File: src/rtl/uart_pkg.sv
// Shared definitions for the oversampling UART receiver: FSM states, parity
// encodings and the 16x sampling constants.
package uart_pkg;

    typedef enum logic [2:0] {
        S_INIT,
        S_IDLE,
        S_START,
        S_DATA,
        S_PARITY,
        S_STOP
    } rx_state_t;

    localparam logic [1:0] PAR_NONE = 2'b00;
    localparam logic [1:0] PAR_ODD  = 2'b01;
    localparam logic [1:0] PAR_EVEN = 2'b10;

    localparam int OVERSAMPLE = 16;
    localparam int SAMPLE_MID = 8;

    function automatic logic maj3(input logic a, input logic b, input logic c);
        return (a & b) | (a & c) | (b & c);
    endfunction

endpackage

File: src/rtl/uart_rx_fifo.sv
// Synchronous receive FIFO with registered read port; a push into a full FIFO
// is accepted only when a pop happens in the same cycle.
module uart_rx_fifo #(
    parameter int P_DATA_W = 8,
    parameter int P_DEPTH  = 16
) (
    input  logic                       CLK,
    input  logic                       reset,
    input  logic                       push,
    input  logic [P_DATA_W-1:0]        push_data,
    input  logic                       pop,
    output logic [P_DATA_W-1:0]        rd_data,
    output logic                       rd_valid,
    output logic                       full,
    output logic                       empty,
    output logic [$clog2(P_DEPTH):0]   count,
    output logic                       drop
);

    localparam int AW = $clog2(P_DEPTH);
    localparam int CW = AW + 1;

    logic [P_DATA_W-1:0] mem [P_DEPTH];
    logic [AW-1:0]       wr_ptr;
    logic [AW-1:0]       rd_ptr;
    logic                pop_ok;
    logic                push_ok;

    assign full    = (count == CW'(P_DEPTH));
    assign empty   = (count == '0);
    assign pop_ok  = pop && !empty;
    assign push_ok = push && (!full || pop_ok);
    assign drop    = push && !push_ok;

    always_ff @(posedge CLK) begin
        if (reset) begin
            wr_ptr   <= '0;
            rd_ptr   <= '0;
            count    <= '0;
            rd_data  <= '0;
            rd_valid <= 1'b0;
        end else begin
            rd_valid <= pop_ok;
            if (pop_ok) begin
                rd_data <= mem[rd_ptr];
                rd_ptr  <= rd_ptr + 1'b1;
            end
            if (push_ok) begin
                wr_ptr <= wr_ptr + 1'b1;
            end
            case ({push_ok, pop_ok})
                2'b10:   count <= count + 1'b1;
                2'b01:   count <= count - 1'b1;
                default: count <= count;
            endcase
        end
    end

    // When full with push+pop, the read sees the old word before it is overwritten.
    always_ff @(posedge CLK) begin
        if (push_ok) begin
            mem[wr_ptr] <= push_data;
        end
    end

endmodule

File: src/rtl/uart_rx_os.sv
// 16x-oversampling UART receiver with majority vote, sticky status and RX FIFO.
// Define UART_RX_ERR_CNT_EN to add saturating frame/parity/overrun event counters.
//
// state    | meaning
// S_INIT   | waiting for P_IDLE_BITS bit-times of continuous high
// S_IDLE   | line idle, waiting for a falling edge
// S_START  | start bit; re-checked at mid-bit to reject glitches
// S_DATA   | shifting in data bits, LSB first
// S_PARITY | sampling and checking the parity bit
// S_STOP   | sampling the stop bit; push word or flag framing error
module uart_rx_os
    import uart_pkg::*;
#(
    parameter int P_DATA_W     = 8,
    parameter int P_FIFO_DEPTH = 16,
    parameter int P_IDLE_BITS  = 10,
    parameter int P_DIV_W      = 16
) (
    input  logic                            CLK,
    input  logic                            reset,
    input  logic                            serial_in,
    input  logic [P_DIV_W-1:0]              baud_div,
    input  logic [1:0]                      parity_mode,
    input  logic                            rd_en,
    output logic [P_DATA_W-1:0]             rd_data,
    output logic                            rd_valid,
    output logic                            fifo_full,
    output logic                            fifo_empty,
    output logic [$clog2(P_FIFO_DEPTH):0]   fifo_count,
    input  logic                            err_clr,
    output logic                            frame_err,
    output logic                            parity_err,
    output logic                            overrun_err,
    output logic                            break_det
`ifdef UART_RX_ERR_CNT_EN
    ,
    output logic [7:0]                      frame_err_cnt,
    output logic [7:0]                      parity_err_cnt,
    output logic [7:0]                      overrun_cnt
`endif
);

    localparam int PH_W   = $clog2(OVERSAMPLE);
    localparam int BIT_W  = $clog2(P_DATA_W + 1);
    localparam int IDLE_W = $clog2(P_IDLE_BITS + 1);

    logic                rx_meta, rx_s, rx_prev, fall;
    logic [P_DIV_W-1:0]  div_live, div_lat, reload, tick_cnt;
    logic [PH_W-1:0]     phase, phase_nxt;
    logic                tick, mid_pre, mid, mid_post, bit_end;
    logic                phase_rst, in_frame;
    rx_state_t           state;
    logic [IDLE_W-1:0]   idle_left;
    logic [BIT_W-1:0]    bit_left;
    logic [P_DATA_W-1:0] shreg;
    logic [1:0]          par_lat;
    logic                s_a, s_b, vote, par_en, exp_par;
    logic                push, fifo_drop, frame_ev, break_ev, parity_ev;

    always_ff @(posedge CLK) begin
        if (reset) begin
            rx_meta <= 1'b1;
            rx_s    <= 1'b1;
            rx_prev <= 1'b1;
        end else begin
            rx_meta <= serial_in;
            rx_s    <= rx_meta;
            rx_prev <= rx_s;
        end
    end

    assign fall      = rx_prev && !rx_s;
    assign div_live  = (baud_div == '0) ? P_DIV_W'(1) : baud_div;
    assign in_frame  = (state != S_INIT) && (state != S_IDLE);
    assign reload    = (in_frame ? div_lat : div_live) - 1'b1;
    assign tick      = (tick_cnt == '0);
    assign phase_nxt = phase + 1'b1;
    assign mid_pre   = tick && (phase_nxt == PH_W'(SAMPLE_MID - 1));
    assign mid       = tick && (phase_nxt == PH_W'(SAMPLE_MID));
    assign mid_post  = tick && (phase_nxt == PH_W'(SAMPLE_MID + 1));
    assign bit_end   = tick && (phase_nxt == '0);
    assign phase_rst = ((state == S_IDLE) && fall) || ((state == S_INIT) && !rx_s);

    // Phase 0 is the synchronised start edge; events fire when phase_nxt reaches N.
    always_ff @(posedge CLK) begin
        if (reset) begin
            tick_cnt <= '0;
            phase    <= '0;
        end else if (phase_rst) begin
            tick_cnt <= reload;
            phase    <= '0;
        end else if (tick) begin
            tick_cnt <= reload;
            phase    <= phase_nxt;
        end else begin
            tick_cnt <= tick_cnt - 1'b1;
        end
    end

    assign vote      = maj3(s_a, s_b, rx_s);
    assign par_en    = (par_lat == PAR_ODD) || (par_lat == PAR_EVEN);
    assign exp_par   = (par_lat == PAR_ODD) ? ~^shreg : ^shreg;
    assign push      = (state == S_STOP) && mid_post && vote;
    assign frame_ev  = (state == S_STOP) && mid_post && !vote;
    assign break_ev  = frame_ev && (shreg == '0);
    assign parity_ev = (state == S_PARITY) && mid_post && (vote != exp_par);

    always_ff @(posedge CLK) begin
        if (reset) begin
            state     <= S_INIT;
            idle_left <= IDLE_W'(P_IDLE_BITS);
            bit_left  <= '0;
            shreg     <= '0;
            s_a       <= 1'b1;
            s_b       <= 1'b1;
            div_lat   <= P_DIV_W'(1);
            par_lat   <= PAR_NONE;
        end else begin
            if (mid_pre) s_a <= rx_s;
            if (mid)     s_b <= rx_s;
            case (state)
                S_INIT: begin
                    if (!rx_s) begin
                        idle_left <= IDLE_W'(P_IDLE_BITS);
                    end else if (bit_end) begin
                        if (idle_left <= IDLE_W'(1)) state <= S_IDLE;
                        else                         idle_left <= idle_left - 1'b1;
                    end
                end
                S_IDLE: begin
                    if (fall) begin
                        state   <= S_START;
                        div_lat <= div_live;
                        par_lat <= parity_mode;
                    end
                end
                S_START: begin
                    if (mid && rx_s) begin
                        state <= S_IDLE;
                    end else if (bit_end) begin
                        state    <= S_DATA;
                        bit_left <= BIT_W'(P_DATA_W);
                    end
                end
                S_DATA: begin
                    if (mid_post) shreg <= {vote, shreg[P_DATA_W-1:1]};
                    if (bit_end) begin
                        if (bit_left == BIT_W'(1)) state <= par_en ? S_PARITY : S_STOP;
                        else                       bit_left <= bit_left - 1'b1;
                    end
                end
                S_PARITY: begin
                    if (bit_end) state <= S_STOP;
                end
                S_STOP: begin
                    if (mid_post) begin
                        if (vote) begin
                            state <= S_IDLE;
                        end else begin
                            state     <= S_INIT;
                            idle_left <= IDLE_W'(P_IDLE_BITS);
                        end
                    end
                end
                default: state <= S_INIT;
            endcase
        end
    end

    // Set wins over a same-cycle clear.
    always_ff @(posedge CLK) begin
        if (reset) begin
            frame_err   <= 1'b0;
            parity_err  <= 1'b0;
            overrun_err <= 1'b0;
            break_det   <= 1'b0;
        end else begin
            frame_err   <= frame_ev  || (frame_err   && !err_clr);
            parity_err  <= parity_ev || (parity_err  && !err_clr);
            overrun_err <= fifo_drop || (overrun_err && !err_clr);
            break_det   <= break_ev  || (break_det   && !err_clr);
        end
    end

`ifdef UART_RX_ERR_CNT_EN
    function automatic logic [7:0] cnt_next(input logic [7:0] c, input logic ev, input logic clr);
        if (clr)                   return ev ? 8'd1 : 8'd0;
        else if (ev && c != 8'hFF) return c + 8'd1;
        else                       return c;
    endfunction

    always_ff @(posedge CLK) begin
        if (reset) begin
            frame_err_cnt  <= '0;
            parity_err_cnt <= '0;
            overrun_cnt    <= '0;
        end else begin
            frame_err_cnt  <= cnt_next(frame_err_cnt, frame_ev, err_clr);
            parity_err_cnt <= cnt_next(parity_err_cnt, parity_ev, err_clr);
            overrun_cnt    <= cnt_next(overrun_cnt, fifo_drop, err_clr);
        end
    end
`endif

    uart_rx_fifo #(
        .P_DATA_W (P_DATA_W),
        .P_DEPTH  (P_FIFO_DEPTH)
    ) u_fifo (
        .CLK       (CLK),
        .reset     (reset),
        .push      (push),
        .push_data (shreg),
        .pop       (rd_en),
        .rd_data   (rd_data),
        .rd_valid  (rd_valid),
        .full      (fifo_full),
        .empty     (fifo_empty),
        .count     (fifo_count),
        .drop      (fifo_drop)
    );

endmodule

File: config.mk
export PLATFORM = sky130hd
export DESIGN_NAME = uart_rx_os
export DESIGN_NICKNAME = d
export VERILOG_FILES = /design/src/rtl/uart_pkg.sv /design/src/rtl/uart_rx_fifo.sv /design/src/rtl/uart_rx_os.sv
export SDC_FILE = /design/constraint.sdc
export NUM_CORES = 1
export LEC_CHECK = 0
export ABC_AREA = 0
export CAP_MARGIN = 30
export CORE_MARGIN = 2
export CORE_UTILIZATION = 41
export CTS_CLUSTER_DIAMETER = 100
export DETAILED_ROUTE_END_ITERATION = 8
export SLEW_MARGIN = 5
export SYNTH_ARGS = -nofsm -noshare
export SYNTH_HDL_FRONTEND = slang
export SYNTH_HIERARCHICAL = 1
export SYNTH_SLANG_ARGS = --single-unit
File: constraint.sdc
create_clock -name CLK -period 4.15 [get_ports CLK]
set_input_delay 0.83 -clock CLK [delete_from_list [all_inputs] [get_ports CLK]]
set_output_delay 0.83 -clock CLK [all_outputs]
set_load 0.02 [all_outputs]
Word level (Yosys, flattened, before mapping)
Memory sizes are Yosys's and may differ from the RTL's. A register that Yosys moved wholly into a read port is not among the register bits.
Cells that the tools add are included.
{"block": "totals", "register_bits": 80, "ram_bits": 128, "input_bits": 23, "wordCells": 153, "memories": 1}
{"block": "classes", "add_sub_neg": 9, "n_lt_le_gt_ge": 1, "n_eq_ne": 31, "muxes": 32, "bitwise_logic": 5, "reduce_logical": 53}
{"memory": "u_fifo.mem", "depth": 16, "width": 8, "read_ports": 1, "rd_clocked_by_memory_dff": 1, "wr": 1, "line_no": "uart_rx_fifo.sv:23", "rtl": "logic [P_DATA_W-1:0] mem [P_DEPTH];"}
{"operator": "two-way mux 16 bit", "count": 4}
{"operator": "two-way mux 4 bit", "count": 9}
{"operator": "logical NOT 16 bit", "count": 2}
{"operator": "subtractor 16 x 1 -> 16 bit, second input constant", "count": 2}
{"operator": "two-way mux 3 bit", "count": 10}
{"operator": "logical AND 1 bit", "count": 22}
{"operator": "!= test 2 bit, second input constant", "count": 11}
{"operator": "one-hot mux 3 bit (6 select lines)", "count": 1}
{"operator": "one-hot mux 4 bit (2 select lines)", "count": 2}
{"operator": "adder 4 x 1 -> 4 bit, second input constant", "count": 3}
{"operator": "one-hot mux 5 bit (2 select lines)", "count": 1}
{"operator": "AND reduction 5 bit", "count": 2}
{"operator": "!= test 3 bit, second input constant", "count": 3}
{"operator": "AND reduction 9 bit", "count": 1}
{"operator": "== test 4 bit, second input constant", "count": 2}
{"operator": "logical NOT 8 bit", "count": 1}
{"operator": "XNOR reduction 8 bit", "count": 1}
{"operator": "XOR reduction 8 bit", "count": 1}
{"operator": "subtractor 4 x 1 -> 4 bit, second input constant", "count": 2}
{"operator": "logical OR 1 bit", "count": 7}
{"operator": "== test 3 x 2 -> 1 bit, second input constant", "count": 2}
{"operator": "== test 3 bit, second input constant", "count": 2}
{"operator": "logical NOT 1 bit", "count": 6}
{"operator": "nonzero test 2 bit", "count": 3}
{"operator": "21 further kinds", "count": 31}

Depth between registers and ports, before layout
{"block": "depth", "word_depth": 9, "depth_mapped": 15, "mapped_depth_nobuf": 13}

By module
The synthesis kept the hierarchy.
{"mod": "uart_rx_fifo", "instances": 1, "cells_per_inst": 375, "area_each_um2": 6129.6, "seq_area_each_um2": 4284.1}
{"mod": "uart_rx_os", "instances": 1, "cells_per_inst": 477, "area_each_um2": 3812.4, "seq_area_each_um2": 1321.3}

Worst setup path before layout
OpenSTA, ideal clock, no wires.
{"block": "synth_path", "kind": "register to register", "from": "reg phase[0]", "to": "reg u_fifo.count[4]", "setup_ns": 0.095, "t_arrival_ns": 3.308, "required_time_ns": 4.055, "slack_ns": 0.746, "stages_incl_launch_ff": 16, "n_path_buf": 2, "period_less_slack_ns": 3.404, "path_cell_list": "dfxtp_1 > ha_1 > and2_1 > a21oi_1 > mux2i_1 > and3_1 > clkbuf_1 > and4_1 > buf_2 > nor2_1 > inv_1 > fa_1 > nand2b_1 > a21oi_1 > mux2_2 > a221oi_1"}
{"block": "synth_between", "elab_chain_cells": 8, "word_cells_on_any_way": 10, "classes_between": "add/sub (1); eq/ne (3); mux (1); reduce/logical (5)"}
{"element": "from (decl)", "line_no": "uart_rx_os.sv:49", "rtl": "logic [PH_W-1:0] phase, phase_nxt;"}
{"element": "from (signal assigned)", "line_no": "uart_rx_os.sv:94", "rtl": "phase <= phase_nxt;"}
{"element": "adder 4 x 1 -> 4 bit (*)", "line_no": "uart_rx_os.sv:77", "rtl": "assign phase_nxt = phase + 1'b1;"}
{"element": "== test 4 bit (*)", "line_no": "uart_rx_os.sv:80", "rtl": "assign mid_post = tick && (phase_nxt == PH_W'(SAMPLE_MID + 1));"}
{"element": "logical AND 1 bit (*)", "line_no": "uart_rx_os.sv:80"}
{"element": "logical AND 1 bit (*) (2 in a row)", "line_no": "uart_rx_os.sv:103", "rtl": "assign push = (state == S_STOP) && mid_post && vote;"}
{"element": "net push", "line_no": "uart_rx_os.sv:58", "rtl": "logic push, fifo_drop, frame_ev, break_ev, parity_ev;"}
{"element": "logical AND 1 bit (*)", "line_no": "uart_rx_fifo.sv:32", "rtl": "assign push_ok = push && (!full || pop_ok);"}
{"element": "== test 2 x 1 -> 1 bit or == test 2 bit (tied branches)", "line_no": "uart_rx_fifo.sv:51", "rtl": "case ({push_ok, pop_ok})"}
{"element": "one-hot mux 5 bit (2 select lines) or nonzero test 2 bit (tied branches)"}
{"element": "to (signal assigned)", "line_no": "uart_rx_fifo.sv:52", "rtl": "2'b10: count <= count + 1'b1;"}
{"element": "to (signal assigned)", "line_no": "uart_rx_fifo.sv:53", "rtl": "2'b01: count <= count - 1'b1;"}
{"element": "to (signal assigned)", "line_no": "uart_rx_fifo.sv:54", "rtl": "default: count <= count;"}
{"element": "to (decl)", "line_no": "uart_rx_fifo.sv:16", "rtl": "output logic [$clog2(P_DEPTH):0] count,"}
Mark *: on every way through the listed nets, which the timed path passes. The rest lies on a longest branch.
A chain may end at the register's enable or synchronous reset.

Worst setup path in the final report
Same ends and word-level chain as after synthesis.

==> impl_summary.md <==
Global routing
The number of global-route vias before repair came to 6606. The maximum number of pins on one net before global-route repair is 34. The first global-routing pass estimated 35700 µm of wire. Global routing consumed, over all layers together, 17.3% of the routing resources. The number of antenna violations at the first check in global routing was 0.

The remaining global-route overflow is 0.

Critical path
The kind of end point of the critical path is a register. The startpoint type of the worst setup path is a register. Of all nets on the critical path, the largest fanout is 7.

The kind of critical path is register to register. STA puts the critical path data required time at roughly 4.6 ns. STA puts the critical path data arrival time at 4.07 ns.

Clock tree
CTS built an H-tree with a depth of 1. Clock latency on the worst-skew pair, taken at its later pin, is roughly 0.5 ns. TritonCTS built the clock tree. Counting the buffers created by CTS gives 24. The buffers inserted during post-CTS setup optimization is 0.

The clock passes through at most 3 buffers. Buffers inserted to repair hold after CTS numbered 0. The clock net in this run drives a total of 216 sinks. After clock tree synthesis, the clock-pin slew on the worst setup and hold paths is 0.06 ns. In this run, post-CTS repair resized a total of 0 instances. The clock root buffer master is sky130_fd_sc_hd__clkbuf_16.

Synth
The number of distinct standard cells referenced by the synthesized netlist is 72. The most common cell in the synthesized netlist is sky130_fd_sc_hd__edfxtp_1. The number of nets in the synthesized netlist is 899. The cell area after technology mapping is ~10000 µm². The library cell with the largest summed area after synthesis is sky130_fd_sc_hd__edfxtp_1. The async set-reset flop share out of synthesis is 0%.

After synthesis, flip-flops and latches occupy 56.4% of the total area. For this run, the number of Yosys warnings is 6. The number of flops mapped to enable cells by yosys is 128. The commonest cells after synthesis are 128 x sky130_fd_sc_hd__edfxtp_1, 89 x sky130_fd_sc_hd__nor2_1, 88 x sky130_fd_sc_hd__dfxtp_1.

The top cell type by area accounts for 38.7% of the synthesized area. The primary flip-flop cell chosen by synthesis mapping is sky130_fd_sc_hd__edfxtp_1. The number of instances in the synthesized netlist is 852.

Dividing the synthesized area by the synthesized cell count gives 11.7 µm². The flop and latch count out of synthesis is 216. In the post-synthesis netlist, the biggest area contributors are sky130_fd_sc_hd__edfxtp_1 39%, sky130_fd_sc_hd__dfxtp_1 18%, sky130_fd_sc_hd__mux2i_1 5.6%, sky130_fd_sc_hd__mux4_2 3.6%, sky130_fd_sc_hd__nor2_1 3.4%.

Detailed routing
In the final routed layout, each cell accounts on average for 17.7 µm. The iteration-0 DRC count of the detailed router is 450. The routed via count divided by cell count is 5.36.

The antenna violation net count after detailed routing is 0. The number of design rule violations left after detail routing is 0. The routed design has 21900 µm of wire. Summing over every cut layer, the via total after detailed routing is 6649. The first TritonRoute pass finished after 5 iterations.

Power
In this run the power density over the cells is 523 nW/µm². VDD sags by at most 0.249 mV. The leakage component of the power is 4.02 nW.

STA
For the final routed database, the setup TNS stands at 0 ns. The max-slew violation total from the final report came to 0. After layout, the worst path uses 88.2% of the clock period. The time the worst path needs with I/O delays and setup is 3.66 ns. The number of hold violations in the final report is 0. The maximum operating frequency is 273 MHz. In this run the tightest slew margin relative to its limit is around two fifths. The worst setup skew after layout is between 0.015 and 0.02 ns. Setup violations remaining at the end of the flow were counted as 0. Setup repair after global routing left no endpoint under its margin. The slew at the pin closest to its max-slew limit is 0.891 ns. Hold is met by 0.435 ns.

Floorplan
The starting density of the core is approximately 42%. The x dimension of the die is 160 µm. The boundary pin count is 43. The y dimension of the die is 160 µm.

The die covers 25500 µm². The floorplan has 56 rows. The floorplan step defined a core boundary enclosing approximately 24000 µm².

Place
Detailed placement ended at an HPWL of 14300 µm. The weighted congestion reported at the end of routability-driven placement is slightly above 0.8. Input and output buffers added on the ports amount to 42.

Status
The run finished with clean final reports.

Final layout
The post-route netlist has 11.7% of its cells at a drive strength greater than 1. The number of nets in the finished design is 951. From synthesis to final layout, the design area changed by 16.7%. 0 antenna diodes ended up in the layout.

Flow run
The max capacitance violation total is 0.

Worst hold path
The worst hold path belongs to the class register to register.
==> metal layers <==
layer  wire, µm  track usage, %
met5          0               0
met4        544            5.37
met2      10200            28.0
met3        858            2.42
met1      10300            24.1
==> worst paths after layout <==
kind / slack (ns) / endpoint / from / cells after the start
setup / recovery: 0.49 / u_fifo/count[4]$_SDFFE_PP0P_ / phase[0]$_SDFFE_PP0P_ / 13
hold / removal: 0.43 / rx_s$_SDFF_PP1_ / rx_meta$_SDFF_PP1_ / 1
setup reg to reg: 0.49 / u_fifo/count[4]$_SDFFE_PP0P_ / phase[0]$_SDFFE_PP0P_ / 13
hold reg to reg: 0.43 / rx_s$_SDFF_PP1_ / rx_meta$_SDFF_PP1_ / 1
==> power breakdown <==
part	total [W]	leakage, nW	internal [W]	switching [W]
combinational	0.00135	1.71	0.000598	0.000755
sequential	0.00251	1.90	0.00238	0.000127
clock	0.00220	0.404	0.00135	0.000851
==> worst max-delay path, cell delays in order, from the launching register on <==
cell and delay (ns):
sky130_fd_sc_hd__dfxtp_1 0.37, sky130_fd_sc_hd__ha_1 0.29, sky130_fd_sc_hd__and2_1 0.17, sky130_fd_sc_hd__a21oi_1 0.14, sky130_fd_sc_hd__mux2i_1 0.12, sky130_fd_sc_hd__and3_1 0.27, sky130_fd_sc_hd__and4_1 0.30, sky130_fd_sc_hd__nor2_1 0.30
sky130_fd_sc_hd__inv_1 0.09, sky130_fd_sc_hd__fa_1 0.41, sky130_fd_sc_hd__nand2b_1 0.16, sky130_fd_sc_hd__a21oi_1 0.30, sky130_fd_sc_hd__mux2_2 0.38, sky130_fd_sc_hd__a221oi_1 0.26
==> stage by stage <==
stage                     area (µm²)  power, W  setup WS, ns  util [%]  cells
after global placement         10800   0.00390         0.631      45.6   1197
after detailed placement       10800   0.00390         0.538      45.6   1197
after global routing           11600   0.00636         0.185      49.1   1241
final                          11600   0.00606         0.490      49.1   1241
after CTS                      11600   0.00611         0.518      49.1   1241
after floorplan                 9940   0.00353         0.746         -    852
==> layout make-up <==
type | count | area (µm²)
sequential | 216 | 5610
tap | 319 | 399
clock buffer | 27 | 633
clock inverter | 17 | 198
timing repair buffer | 70 | 626
fill | 2103 | 12000
inverter | 31 | 116
multi-input combinational | 561 | 4030
==> cells by family after synthesis <==
kind of cell    Yosys count  synth area share (%)
mux                      82                  10.6
xor+xnor                 36                  3.17
fa+ha+maj                25                  3.20
simple gates            286                  14.2
compound gates          132                  9.28
buf+inv                  75                  3.13
flops                   216                  56.4
==> registers in the layout, indices dropped and copies added (netlist names), 2 cells and up <==
register        cells
par_lat             2
tick_cnt           16
u_fifo/wr_ptr       4
u_fifo/count        5
u_fifo/rd_data      8
idle_left           4
u_fifo/rd_ptr       4
state               3
shreg               8
div_lat            16
phase               4
u_fifo/mem        128
bit_left            4
==> cell usage in the layout (no fill, tap or decap), drive strengths merged, types with 9 or more instances in the layout <==
| master | n |
|---|---|
| nand2b | 10 |
| nor3 | 31 |
| ha | 23 |
| nand2 | 68 |
| inv | 32 |
| o21ai | 12 |
| nand3 | 14 |
| clkdlybuf4s50 | 41 |
| mux4 | 16 |
| nor2 | 91 |
| dfxtp | 88 |
| buf | 29 |
| mux2i | 57 |
| xor2 | 20 |
| a21oi | 37 |
| xnor2 | 16 |
| o22ai | 16 |
| clkinv | 10 |
| edfxtp | 128 |
| a211oi | 9 |
| clkbuf | 27 |
| mux2 | 9 |
| nor4 | 18 |
Power figures use the tool's default switching activity.
